**src/rtl/seq_detect_pkg.sv**
```systemverilog
// Shared defaults and sizing helpers for the parameterised serial pattern detector.
package seq_detect_pkg;

  localparam int          DEF_MAX_LEN     = 8;
  localparam int          DEF_CNT_W       = 8;
  localparam logic [15:0] DEF_RST_PATTERN = 16'h000B;
  localparam int          DEF_RST_LEN     = 4;
  localparam bit          DEF_RST_OVERLAP = 1'b1;

  // Width needed to hold a length value 0..max_len inclusive.
  function automatic int len_width(input int max_len);
    return $clog2(max_len) + 1;
  endfunction

endpackage

```
**src/rtl/seq_detect_param_sat_counter.sv**
```systemverilog
// Saturating up-counter with synchronous clear; holds at all-ones instead of wrapping.
module sat_counter #(
  parameter int W = 8
) (
  input  logic         clk,
  input  logic         rst_n,
  input  logic         clr,
  input  logic         inc,
  output logic [W-1:0] q
);

  always_ff @(posedge clk or negedge rst_n) begin
    if (!rst_n) begin
      q <= '0;
    end else if (clr) begin
      q <= '0;
    end else if (inc && (q != {W{1'b1}})) begin
      q <= q + W'(1);
    end
  end

endmodule

```
**src/rtl/seq_detect_param.sv**
```systemverilog
// Serial pattern detector with runtime-loadable pattern, length and overlap mode.
module seq_detect_param
  import seq_detect_pkg::*;
#(
  parameter int                  MAX_LEN     = DEF_MAX_LEN,
  parameter int                  CNT_W       = DEF_CNT_W,
  parameter logic [MAX_LEN-1:0]  RST_PATTERN = MAX_LEN'(DEF_RST_PATTERN),
  parameter int                  RST_LEN     = DEF_RST_LEN,
  parameter bit                  RST_OVERLAP = DEF_RST_OVERLAP
) (
  input  logic                           clk,
  input  logic                           rst_n,
  input  logic                           x,
  input  logic                           x_valid,
  input  logic                           cfg_load,
  input  logic [MAX_LEN-1:0]             cfg_pattern,
  input  logic [len_width(MAX_LEN)-1:0]  cfg_len,
  input  logic                           cfg_overlap,
  output logic                           op,
  output logic [CNT_W-1:0]               match_cnt,
  output logic                           cfg_err
);

  localparam int LW = len_width(MAX_LEN);

  logic [MAX_LEN-1:0] pattern;
  logic [LW-1:0]      len;
  logic               overlap;
  logic [MAX_LEN-1:0] hist;
  logic [LW-1:0]      fill;

  logic [MAX_LEN-1:0] hist_nxt;
  logic [LW-1:0]      fill_inc;
  logic [MAX_LEN-1:0] mask;
  logic               match;

  // Data path: x is consumed on every edge where x_valid is high; there is no
  // ready/back-pressure, and a concurrent cfg_load discards the sample.
  always_comb begin
    hist_nxt = {hist[MAX_LEN-2:0], x};
    fill_inc = (fill >= len) ? len : fill + LW'(1);
    mask     = '0;
    for (int i = 0; i < MAX_LEN; i++) begin
      mask[i] = (i < int'(len));
    end
    match = x_valid && !cfg_load && !cfg_err && (fill_inc == len) &&
            (((hist_nxt ^ pattern) & mask) == '0);
  end

  always_ff @(posedge clk or negedge rst_n) begin
    if (!rst_n) begin
      pattern <= RST_PATTERN;
      len     <= LW'(RST_LEN);
      overlap <= RST_OVERLAP;
      cfg_err <= 1'b0;
      hist    <= '0;
      fill    <= '0;
      op      <= 1'b0;
    end else if (cfg_load) begin
      pattern <= cfg_pattern;
      len     <= cfg_len;
      overlap <= cfg_overlap;
      cfg_err <= (cfg_len == '0) || (cfg_len > LW'(MAX_LEN));
      hist    <= '0;
      fill    <= '0;
      op      <= 1'b0;
    end else if (x_valid) begin
      hist <= hist_nxt;
      // Non-overlap restarts the fill so the next match needs len fresh bits.
      fill <= (match && !overlap) ? '0 : fill_inc;
      op   <= match;
    end else begin
      op <= 1'b0;
    end
  end

  sat_counter #(.W(CNT_W)) u_cnt (
    .clk   (clk),
    .rst_n (rst_n),
    .clr   (cfg_load),
    .inc   (match),
    .q     (match_cnt)
  );

endmodule

```
**config.mk**
```make
export PLATFORM = sky130hd
export DESIGN_NAME = seq_detect_param
export DESIGN_NICKNAME = d
export VERILOG_FILES = /design/src/rtl/seq_detect_pkg.sv /design/src/rtl/seq_detect_param_sat_counter.sv /design/src/rtl/seq_detect_param.sv
export SDC_FILE = /design/constraint.sdc
export NUM_CORES = 1
export LEC_CHECK = 0
export CORE_MARGIN = 2
export CORE_UTILIZATION = 57
export CTS_CLUSTER_DIAMETER = 150
export DETAILED_ROUTE_END_ITERATION = 12
export HOLD_SLACK_MARGIN = 0.08
export PLACE_DENSITY_LB_ADDON = 0.05
export SYNTH_ARGS = -nofsm -noshare
export SYNTH_HDL_FRONTEND = slang
export SYNTH_SLANG_ARGS = --single-unit
```
**constraint.sdc**
```tcl
create_clock -name clk -period 4.7 [get_ports clk]
set_clock_uncertainty 0.05 [all_clocks]
set_input_delay 1.175 -clock clk [delete_from_list [all_inputs] [get_ports clk]]
set_output_delay 1.175 -clock clk [all_outputs]
set_load 0.02 [all_outputs]
```
==> results of run 1 <==
report_power, final:
part           switching, mW  total [mW]  internal (mW)
registers             0.0208       0.333          0.312
logic                 0.0592       0.120         0.0603
clock network          0.103       0.174         0.0719
total                  0.183       0.627          0.445
cells by family after synthesis:
logic type / Yosys count
buffers and inverters: 17
flip-flops: 34
AO/OA/AOI/OAI: 27
adder cells (fa/ha/maj): 6
multiplexers: 25
AND/OR/NAND/NOR: 53
XOR/XNOR: 15
registers in the layout (all words and copies together), names as in the netlist:
signal	cells
len	4
pattern	8
op	1
hist	7
fill	4
overlap	1
cfg_err	1
u_cnt.q	8
final timing paths:
path | endpoint | slack (ps) | depth (start not counted)
max reg2reg | fill[1]$_DFFE_PN0P_ | 1730 | 7
min in group asynchronous | u_cnt.q[7]$_DFFE_PN0P_ | 1180 | 2
min reg2reg | pattern[6]$_DFFE_PN0P_ | 500 | 1
max | fill[1]$_DFFE_PN0P_ | 1270 | 8
min | pattern[6]$_DFFE_PN0P_ | 500 | 1
max in group asynchronous | overlap$_DFFE_PN1P_ | 3080 | 2
final cells by class:
| type | instances | area share |
|---|---|---|
| Clock inverter | 2 | 0.005609 |
| Timing Repair Buffer | 30 | 0.1312 |
| Multi-Input combinational cell | 126 | 0.4162 |
| Inverter | 9 | 0.01514 |
| Tap cell | 44 | 0.02468 |
| Sequential cell | 34 | 0.3842 |
| Clock buffer | 6 | 0.02299 |
cells in the mapped netlist (all sizes together) (6+ instances only):
| cell type | n |
|---|---|
| mux2i | 11 |
| nand2 | 8 |
| nor3 | 9 |
| mux2 | 14 |
| o21ai | 6 |
| ha | 6 |
| dfrtp | 29 |
| xor2 | 7 |
| inv | 9 |
| xnor2 | 8 |
| a21oi | 7 |
| nor2 | 16 |
worst reg2reg max path, delay by kind of cell (launching register included):
kind            cells  cell delay (ps)
compound gates      3             1100
simple gates        2              690
flops               1              590
fa+ha+maj           1              300
buf+inv             1              110
per-layer routing:
layer	wire length [um]	vias up	share of wire
li1	-	693	-
met1	1695	704	0.45
met2	1835	46	0.49
met3	194	4	0.052
met4	26	0	0.0069
met5	0	-	0
stage by stage:
| stage | cell area (um2) | hold slack, ps | setup slack (ps) | std cells |
|---|---|---|---|---|
| after detailed placement | 2167 | 478.4 | 911.0 | 243 |
| after CTS | 2231 | 504.9 | 1278 | 251 |
| after global placement | 2167 | 475.3 | 1011 | 243 |
| after floorplan | 1864 | 451.1 | 1924 | 177 |
| final | 2231 | 498.8 | 1268 | 251 |
| after global routing | 2231 | 522.4 | 1150 | 251 |
cells in the final DEF (no fill, tap or decap), types with 2 or more instances in the layout:
cell type	synthesis	routed
a21oi_1	7	7
a22oi_1	2	2
buf_4	0	3
clkbuf_4	0	5
clkdlybuf4s50_1	0	27
dfrtp_1	29	29
dfstp_2	5	5
ha_1	6	6
inv_1	9	9
mux2_2	14	14
mux2i_1	11	11
nand2_1	8	8
nand2b_1	3	3
nand3_1	3	3
nand4_1	2	2
nor2_1	16	16
nor2b_1	3	3
nor3_1	9	9
nor4_1	5	5
o21ai_0	5	5
or3_1	2	2
xnor2_1	8	8
xor2_1	7	7
==> metrics.csv, run 1 <==
stage,metric,value,unit
yosys,yosysSeqAreaShare,0.4597,
yosys,yosys_warnings,0,
cells_and_area,multi_input_area,928.4,um2
sta,fmax,0.2914,GHz
grt,use_met3,0.05042,
clock_network,post_cts_buffers,0,
die,start_util,0.6057,
power_and_ir_drop,irDropWorstVdd,0.2193,mV
power_and_ir_drop,leakage,0.9388,nW
yosys,yosys-top-cells-area,"dfrtp_1 (39%), mux2_2 (8.5%), dfstp_2 (7.0%), mux2i_1 (5.9%), ha_1 (4.0%)",
detailed_routing,finalWirelength,3.752,mm
clock_network,cts_tree,done,
die,fp.dieW,61.19,um
yosys,synthAdderAreaFrac,0.04027,
run_status,status,"finished, final reports clean",
cells_and_area,utilization,0.7248,
yosys,synth_top_family_by_area,multiplexers,
setup_path,critPathArrivalTime,3570,ps
yosys,synth-seq-cells,34,
sta,drv_slew,0,
clock_network,ctsRootBufferMaster,clkbuf_4,
cells_and_area,diodes,0,
grt,met1_usage,0.3152,
yosys,syn-num-nets,201,
sta,finalHoldViolCount,0,
grt,antenna_found_initial,0,
yosys,synth-compound-area-share,0.1013,
yosys,yosysUniqueCellTypes,38,
detailed_routing,routed_via_density,5.765,
setup_path,max_stage_delay,640,ps
clock_network,cts_hold_buf,0,
detailed_routing,wire_per_inst,14.95,um
place,io_buffers,27,
min_path,hold_start,pattern[6]$_DFFE_PN0P_,
detailed_routing,num_vias,1447,
grt,grt_pass1_wl,6.334,mm
place,gp_congestion,0.8054,
clock_network,worstSkewPairLatency,330,ps
die,dieHeight,61.19,um
yosys,avgSynthCellArea,10.53,um2
place,hpwl,2.725,mm
die,rows,20,
setup_path,start_kind,primary input,
sta,post-route-period-util,0.7302,
clock_network,cts_made_buffers,5,
sta,fin_setup_tns,0,ps
cells_and_area,drive_gt1_frac,0.1546,
setup_path,critical_path_class,in2reg,
detailed_routing,drc,0,
setup_path,critPathTopFamily,compound AO/OA/AOI/OAI gates,
sta,setup_violations,0,
setup_path,worstSetupStartpoint,x_valid,
detailed_routing,antenna_left,0,
power_and_ir_drop,power_density,281.2,nW/um2
yosys,synth-edff-count,0,
yosys,netlist_area,1864,um2
cells_and_area,fin_nets,230,
yosys,synthArstFlopShare,1.000,
run,cap_violations,0,
die,boundaryPins,28,
sta,period_minus_slack,3432,ps
setup_path,cp_cell_sequence,clkdlybuf4s50_1 > buf_4 > inv_1 > a2111o_1 > nor2_1 > o221ai_1 > nor4_1 > a2111oi_0,
sta,rsz0062_at_grt,false,
yosys,synth_xor_area_frac,0.07047,
detailed_routing,dr.pass1.iters,4,
clock_network,postCtsResizedCells,0,
clock_network,clk_pin_slew_worst_paths,110,ps
yosys,synthMuxAreaShare,0.1436,
setup_path,endpoint_kind,flip-flop,
grt,grt_overflow,0,
setup_path,required,4840,ps
die,core_area,3078,um2
cells_and_area,seqCellArea,857.1,um2
sta,worst_slew_pin_slew,844.3,ps
yosys,synth_top_cell_by_area,dfrtp_1,
clock_network,cts_buffer_depth,2,
grt,grt_usage,0.2325,
yosys,synth_top_cell_area_share,0.3893,
yosys,synth_cells,177,
yosys,synth_ff_type,dfrtp_1,
grt,grtUsageMet2,0.3678,
die,die_area,3744,um2
grt,grt_pass1_vias,1369,
cells_and_area,area_delta_synth_final,19.66,%
detailed_routing,drt_iter0_markers,84,
power_and_ir_drop,power,0.6273,mW
cells_and_area,fillerInstances,245,
setup_path,crit_fanout,16,
setup_path,worst_path_max_delay_cell,nor4_1,
setup_path,cp_num_buf_inv,3,
grt,grt_max_degree,39,
sta,max-slew-margin-rel,0.4350,
min_path,hp-class,reg2reg,
clock_network,htreeDepth,2,
yosys,yosys.area_share.simple,0.1423,
clock_network,clock_sinks,34,
setup_path,r2r-start,len[2]$_DFFE_PN1P_,
grt,busiest_layer,met2,
(Power assumes the default switching activity.)
==> inputs of run 2 (changes only) <==
CORE_UTILIZATION = 48   (was 57)
clock period = 2.9 ns   (was 4.7 ns; I/O delays follow)
==> metrics.csv, run 2 (synthesis results as in run 1) <==
stage,metric,value,unit,change
run_status,status,"finished, final reports clean",,unchanged
die,start_util,0.5054,,was 0.6057
cells_and_area,utilization,0.6316,,was 0.7248
detailed_routing,wire_per_inst,14.64,um,was 14.95 um
cells_and_area,drive_gt1_frac,0.1737,,was 0.1546
detailed_routing,drc,0,,unchanged
cells_and_area,layout_commonest_cell,dfrtp_1,,unchanged
clock_network,cts_tree,done,,unchanged
setup_path,required,3020,ps,was 4840 ps
sta,fmax,0.3662,GHz,
sta,setup_violations,0,,unchanged
setup_path,r2r-start,len[2]$_DFFE_PN1P_,,unchanged
die,rows,22,,was 20
place,place_ws,-10.56,ps,was 911.0 ps
detailed_routing,dr.pass1.iters,4,,unchanged
cells_and_area,diodes,0,,unchanged
setup_path,endpoint_kind,flip-flop,,unchanged
sta,finalHoldViolCount,0,,unchanged
die,boundaryPins,28,,unchanged
min_path,hold_start,pattern[5]$_DFFE_PN0P_,,was pattern[6]$_DFFE_PN0P_
min_path,hp-class,reg2reg,,unchanged
clock_network,ctsRootBufferMaster,clkbuf_8,,was clkbuf_4
detailed_routing,drt_iter0_markers,123,,was 84
die,dieHeight,66.32,um,was 61.19 um
run,cap_violations,0,,unchanged
setup_path,critPathArrivalTime,2850,ps,was 3570 ps
sta,worst_slew_pin_slew,534.3,ps,was 844.3 ps
clock_network,clk_pin_slew_worst_paths,70,ps,was 110 ps
sta,drv_slew,0,,unchanged
grt,antenna_found_initial,0,,unchanged
detailed_routing,finalWirelength,3.822,mm,was 3.752 mm
cells_and_area,top_regs,"pattern (8), u_cnt.q (8), hist (7)",,unchanged
setup_path,crit_fanout,11,,was 16
cells_and_area,area_delta_synth_final,24.97,%,was 19.66%
sta,post-route-period-util,0.9416,,
setup_path,critical_path_class,reg2reg,,was in2reg
clock_network,cts_buffer_depth,2,,unchanged
die,die_area,4398,um2,was 3744 um2
clock_network,cts_hold_buf,0,,unchanged
grt,grt_usage,0.1983,,was 0.2325
setup_path,start_kind,flip-flop,,was primary input
cells_and_area,stdcell_count,261,,was 251
power_and_ir_drop,leakage,0.9875,nW,was 0.9388 nW
detailed_routing,routed_via_density,5.418,,was 5.765
power_and_ir_drop,irDropWorstVdd,0.3267,mV,was 0.2193 mV
cells_and_area,mostFrequentLayoutCells,"dfrtp_1 (29), clkdlybuf4s50_1 (27), nor2_1 (16)",,unchanged
place,hpwl,2.756,mm,was 2.725 mm
clock_network,postCtsResizedCells,0,,unchanged
cells_and_area,fin_nets,236,,was 230
die,core_area,3689,um2,was 3078 um2
sta,max-slew-margin-rel,0.6410,,was 0.4350
sta,fin_ws,169.4,ps,was 1268 ps
power_and_ir_drop,power_density,502.0,nW/um2,was 281.2 nW/um2
detailed_routing,antenna_left,0,,unchanged
clock_network,worstSkewPairLatency,280,ps,was 330 ps
place,gp_congestion,0.8862,,was 0.8054
sta,rsz0062_at_grt,false,,unchanged
clock_network,htreeDepth,2,,unchanged
clock_network,post_cts_buffers,0,,unchanged
die,fp.dieW,66.32,um,was 61.19 um
place,dp_cells,253,,was 243
grt,grt_pass1_wl,6.548,mm,was 6.334 mm
sta,period_minus_slack,2731,ps,
detailed_routing,num_vias,1414,,was 1447
place,io_buffers,27,,unchanged
grt,grt_pass1_vias,1385,,was 1369
clock_network,cts_made_buffers,5,,unchanged
clock_network,clock_sinks,34,,unchanged
setup_path,worstSetupStartpoint,len[2]$_DFFE_PN1P_,,was x_valid
grt,grt_max_degree,39,,unchanged
grt,grt_overflow,0,,unchanged
## run 2: cell types whose count changed in the layout (fill, tap and decap cells not counted)
cell / previous run / this run
bufinv_16: 0 / 1
a2bb2oi_1: 1 / 0
clkbuf_4: 5 / 0
buf_4: 3 / 9
clkinv_2: 1 / 0
clkinvlp_4: 1 / 0
clkbuf_8: 1 / 5
clkbuf_1: 0 / 2
a2bb2oi_2: 0 / 1
## run 2: worst paths after layout
path | end | slack (ps) | depth (start not counted)
setup / recovery | u_cnt.q[1]$_DFFE_PN0P_ | 170 | 6
hold reg to reg | pattern[5]$_DFFE_PN0P_ | 480 | 1
max in group asynchronous | overlap$_DFFE_PN1P_ | 1660 | 2
hold / removal | pattern[5]$_DFFE_PN0P_ | 480 | 1
setup reg to reg | u_cnt.q[1]$_DFFE_PN0P_ | 170 | 6
min in group asynchronous | u_cnt.q[7]$_DFFE_PN0P_ | 800 | 2
## run 2: through the flow
step | area (um2) | hold slack [ps] | TNS [ps] | power (mW)
after floorplan | 1864 | 379.4 | 0 | 0.6749
after detailed placement | 2217 | 468.3 | -10.56 | 0.7542
final | 2330 | 480.5 | 0 | 1.170
after global placement | 2217 | 466.6 | 0 | 0.7472
after CTS | 2323 | 483.6 | 0 | 1.181
after global routing | 2330 | 504.8 | 0 | 1.231
## run 2: critical path: stages (launching register included)
cell and delay, ps:
dfstp_2 580, or4b_4 480, a2111oi_2 410, a21oi_1 150
a2bb2oi_2 220, nor3_1 370, mux2_2 380
## run 2: cell type report
class,instances,area [um2]
Fill cell,322,1359
Clock buffer,7,76.32
Tap cell,48,60.06
Multi-Input combinational cell,126,934.6
Inverter,9,33.78
Timing Repair Buffer,36,337.8
Clock inverter,1,30.03
Sequential cell,34,857.1
## run 2: per-layer routing
layer / vias up / part of all wire / wire [um] / track usage
li1: 702 / - / - / -
met3: 2 / 0.031 / 119 / 0.03748
met2: 25 / 0.51 / 1955 / 0.3275
met1: 685 / 0.45 / 1726 / 0.2592
met5: - / 0 / 0 / 0
met4: 0 / 0.0055 / 21 / 0.06888
## run 2: report_power, final
part           total [mW]  switching [mW]  leakage [nW]  internal [mW]
Sequential          0.536          0.0287         0.435          0.507
Clock               0.420           0.163        0.0524          0.257
Combinational       0.214           0.106         0.501          0.108
Total                1.17           0.298         0.988          0.872
==> inputs of run 3 (changes only) <==
GPL_TIMING_DRIVEN = 0   (was default)
==> metrics.csv, run 3 (synthesis results as in run 1) <==
stage,metric,value,unit,change
run_status,status,"finished, final reports clean",,unchanged
cells_and_area,postLayoutCellArea,2306,um2,was 2330 um2
setup_path,max_stage_delay,580,ps,about the same
setup_path,r2r_end,u_cnt.q[3]$_DFFE_PN0P_,,was u_cnt.q[1]$_DFFE_PN0P_
cells_and_area,diodes,0,,unchanged
grt,grtUsageMet2,0.3525,,was 0.3275
die,boundaryPins,28,,unchanged
die,start_util,0.5054,,unchanged
clock_network,cts_buffer_depth,2,,unchanged
clock_network,clock_sinks,34,,unchanged
sta,worst_slew_pin_slew,750.6,ps,was 534.3 ps
die,dieHeight,66.32,um,unchanged
power_and_ir_drop,comb_power_share,0.189,,was 0.183
clock_network,worstSkewPairLatency,290,ps,was 280 ps
clock_network,ctsRootBufferMaster,clkbuf_8,,unchanged
sta,drv_slew,0,,unchanged
clock_network,cts_hold_buf,0,,unchanged
power_and_ir_drop,p_int,0.8014,mW,was 0.8719 mW
power_and_ir_drop,p_seq_frac,0.487,,was 0.458
cells_and_area,area_delta_synth_final,23.69,%,was 24.97%
sta,rsz0062_at_grt,false,,unchanged
setup_path,crit_fanout,10,,was 11
power_and_ir_drop,irDropWorstVdd,0.3682,mV,was 0.3267 mV
grt,grt_max_degree,35,,was 39
clock_network,clk_pin_slew_worst_paths,70,ps,about the same
power_and_ir_drop,leakage,0.9704,nW,was 0.9875 nW
setup_path,critPathArrivalTime,2800,ps,was 2850 ps
min_path,hp-class,in2async,,was reg2reg
setup_path,worst_path_max_delay_cell,dfstp_2,,unchanged
cells_and_area,layout_commonest_cell,dfrtp_1,,unchanged
setup_path,ff2ff_setup_slack,230,ps,was 170 ps
sta,fmax,0.3746,GHz,was 0.3662 GHz
power_and_ir_drop,power,1.104,mW,was 1.170 mW
place,gp_congestion,0.8684,,was 0.8862
sta,period_minus_slack,2670,ps,was 2731 ps
grt,busiest_layer,met2,,unchanged
detailed_routing,num_vias,1466,,was 1414
cells_and_area,multi_input_area,949.7,um2,was 934.6 um2
place,placed_cell_area,2190,um2,was 2217 um2
run,cap_violations,0,,unchanged
clock_network,cts_made_buffers,5,,unchanged
setup_path,endpoint_kind,flip-flop,,unchanged
grt,antenna_found_initial,0,,unchanged
clock_network,cts_tree,done,,unchanged
detailed_routing,dr.pass1.iters,4,,unchanged
sta,finalHoldViolCount,0,,unchanged
grt,grt_pass1_vias,1431,,was 1385
setup_path,critPathTopFamily,simple AND/OR/NAND/NOR gates,,unchanged
setup_path,cp_num_buf_inv,1,,was 0
place,io_buffers,27,,unchanged
place,hpwl,2.877,mm,was 2.756 mm
clock_network,post_cts_buffers,0,,unchanged
detailed_routing,wire_per_inst,15.41,um,was 14.64 um
cells_and_area,fin_nets,235,,was 236
die,core_area,3689,um2,unchanged
setup_path,cp_cell_sequence,or4b_4 > a2111oi_2 > a21oi_1 > a2bb2oi_1 > buf_6 > nor4_2 > mux2_2,,was or4b_4 > a2111oi_2 > a21oi_1 > a2bb2oi_2 > nor3_1 > mux2_2
grt,use_met3,0.05963,,was 0.03748
power_and_ir_drop,power_density,478.9,nW/um2,was 502.0 nW/um2
detailed_routing,routed_via_density,5.638,,was 5.418
setup_path,required,3030,ps,was 3020 ps
cells_and_area,drive_gt1_frac,0.1698,,was 0.1737
grt,grt_pass1_wl,6.858,mm,was 6.548 mm
power_and_ir_drop,p_switching,0.3030,mW,was 0.2976 mW
place,dp_cells,252,,was 253
sta,fin_setup_tns,0,ps,unchanged
cells_and_area,top_regs,"pattern (8), u_cnt.q (8), hist (7)",,unchanged
grt,grt_usage,0.2115,,was 0.1983
setup_path,rr_worst_depth,7,,was 6
grt,grt_overflow,0,,unchanged
sta,max-slew-margin-rel,0.4996,,was 0.6410
cells_and_area,fillerInstances,315,,was 322
setup_path,r2r-start,len[2]$_DFFE_PN1P_,,unchanged
grt,met1_usage,0.2608,,was 0.2592
detailed_routing,drc,0,,unchanged
setup_path,critical_path_class,reg2reg,,unchanged
cells_and_area,stdcell_count,260,,was 261
die,rows,22,,unchanged
power_and_ir_drop,clockPowerShare,0.324,,was 0.359
detailed_routing,drt_iter0_markers,88,,was 123
sta,post-route-period-util,0.9205,,was 0.9416
cells_and_area,seqCellArea,857.1,um2,unchanged
clock_network,htreeDepth,2,,unchanged
detailed_routing,antenna_left,0,,unchanged
die,die_area,4398,um2,unchanged
sta,setup_violations,0,,unchanged
power_and_ir_drop,p_sw_frac,0.2744,,was 0.2545
detailed_routing,finalWirelength,4.006,mm,was 3.822 mm
cells_and_area,mostFrequentLayoutCells,"dfrtp_1 (29), clkdlybuf4s50_1 (25), nor2_1 (16)",,"was dfrtp_1 (29), clkdlybuf4s50_1 (27), nor2_1 (16)"
die,fp.dieW,66.32,um,unchanged
setup_path,start_kind,flip-flop,,unchanged
[run 3: final cells by class]
| type | instances | share of cell area |
|---|---|---|
| Clock inverter | 1 | 0.002170 |
| Sequential cell | 34 | 0.3717 |
| Multi-Input combinational cell | 126 | 0.4118 |
| Tap cell | 48 | 0.02604 |
| Clock buffer | 7 | 0.03744 |
| Inverter | 9 | 0.01465 |
| Buffer | 8 | 0.02008 |
| Timing Repair Buffer | 27 | 0.1161 |
[run 3: through the flow]
stage	util	hold WS, ps	setup WS, ps
finish	0.6252	445.5	230.5
global route	0.6252	496.7	48.55
CTS	0.6228	469.0	31.01
detailed placement	0.5936	479.4	-450.7
global placement	0.5950	466.0	-376.0
floorplan	-	379.4	345.5
[run 3: timing repair]
item / 4_1_cts / 5_1_grt
resized for setup: 4 / 3
gates cloned: 0 / 0
endpoints found under the setup margin: 6 / 5
[run 3: power groups by stage]
stage          clock (mW)  sequential (mW)  combinational [mW]
2_1_floorplan           0            0.539               0.136
3_3_place_gp            0            0.543               0.199
3_5_place_dp            0            0.546               0.204
4_1_cts             0.373            0.537               0.210
5_1_grt             0.397            0.541               0.234
6_report            0.358            0.538               0.209
[run 3: metal layers]
metal | vias up | wire length, um
met5 | - | 0
met4 | 0 | 55
met3 | 6 | 163
met2 | 31 | 1968
met1 | 724 | 1818
li1 | 705 | -
[run 3: how the worst max path moves through the flow]
stage | depth (start not counted) | slack [ps] | from | endpoint
after floorplan | 7 | 350 | len[2]$_DFFE_PN1P_ | u_cnt.q[1]$_DFFE_PN0P_
after global placement | 8 | -380 | x_valid | fill[1]$_DFFE_PN0P_
after detailed placement | 8 | -450 | x_valid | fill[1]$_DFFE_PN0P_
after CTS | 8 | 30 | x_valid | u_cnt.q[3]$_DFFE_PN0P_
after global routing | 8 | 50 | len[1]$_DFFE_PN0P_ | u_cnt.q[3]$_DFFE_PN0P_
final | 7 | 230 | len[2]$_DFFE_PN1P_ | u_cnt.q[3]$_DFFE_PN0P_
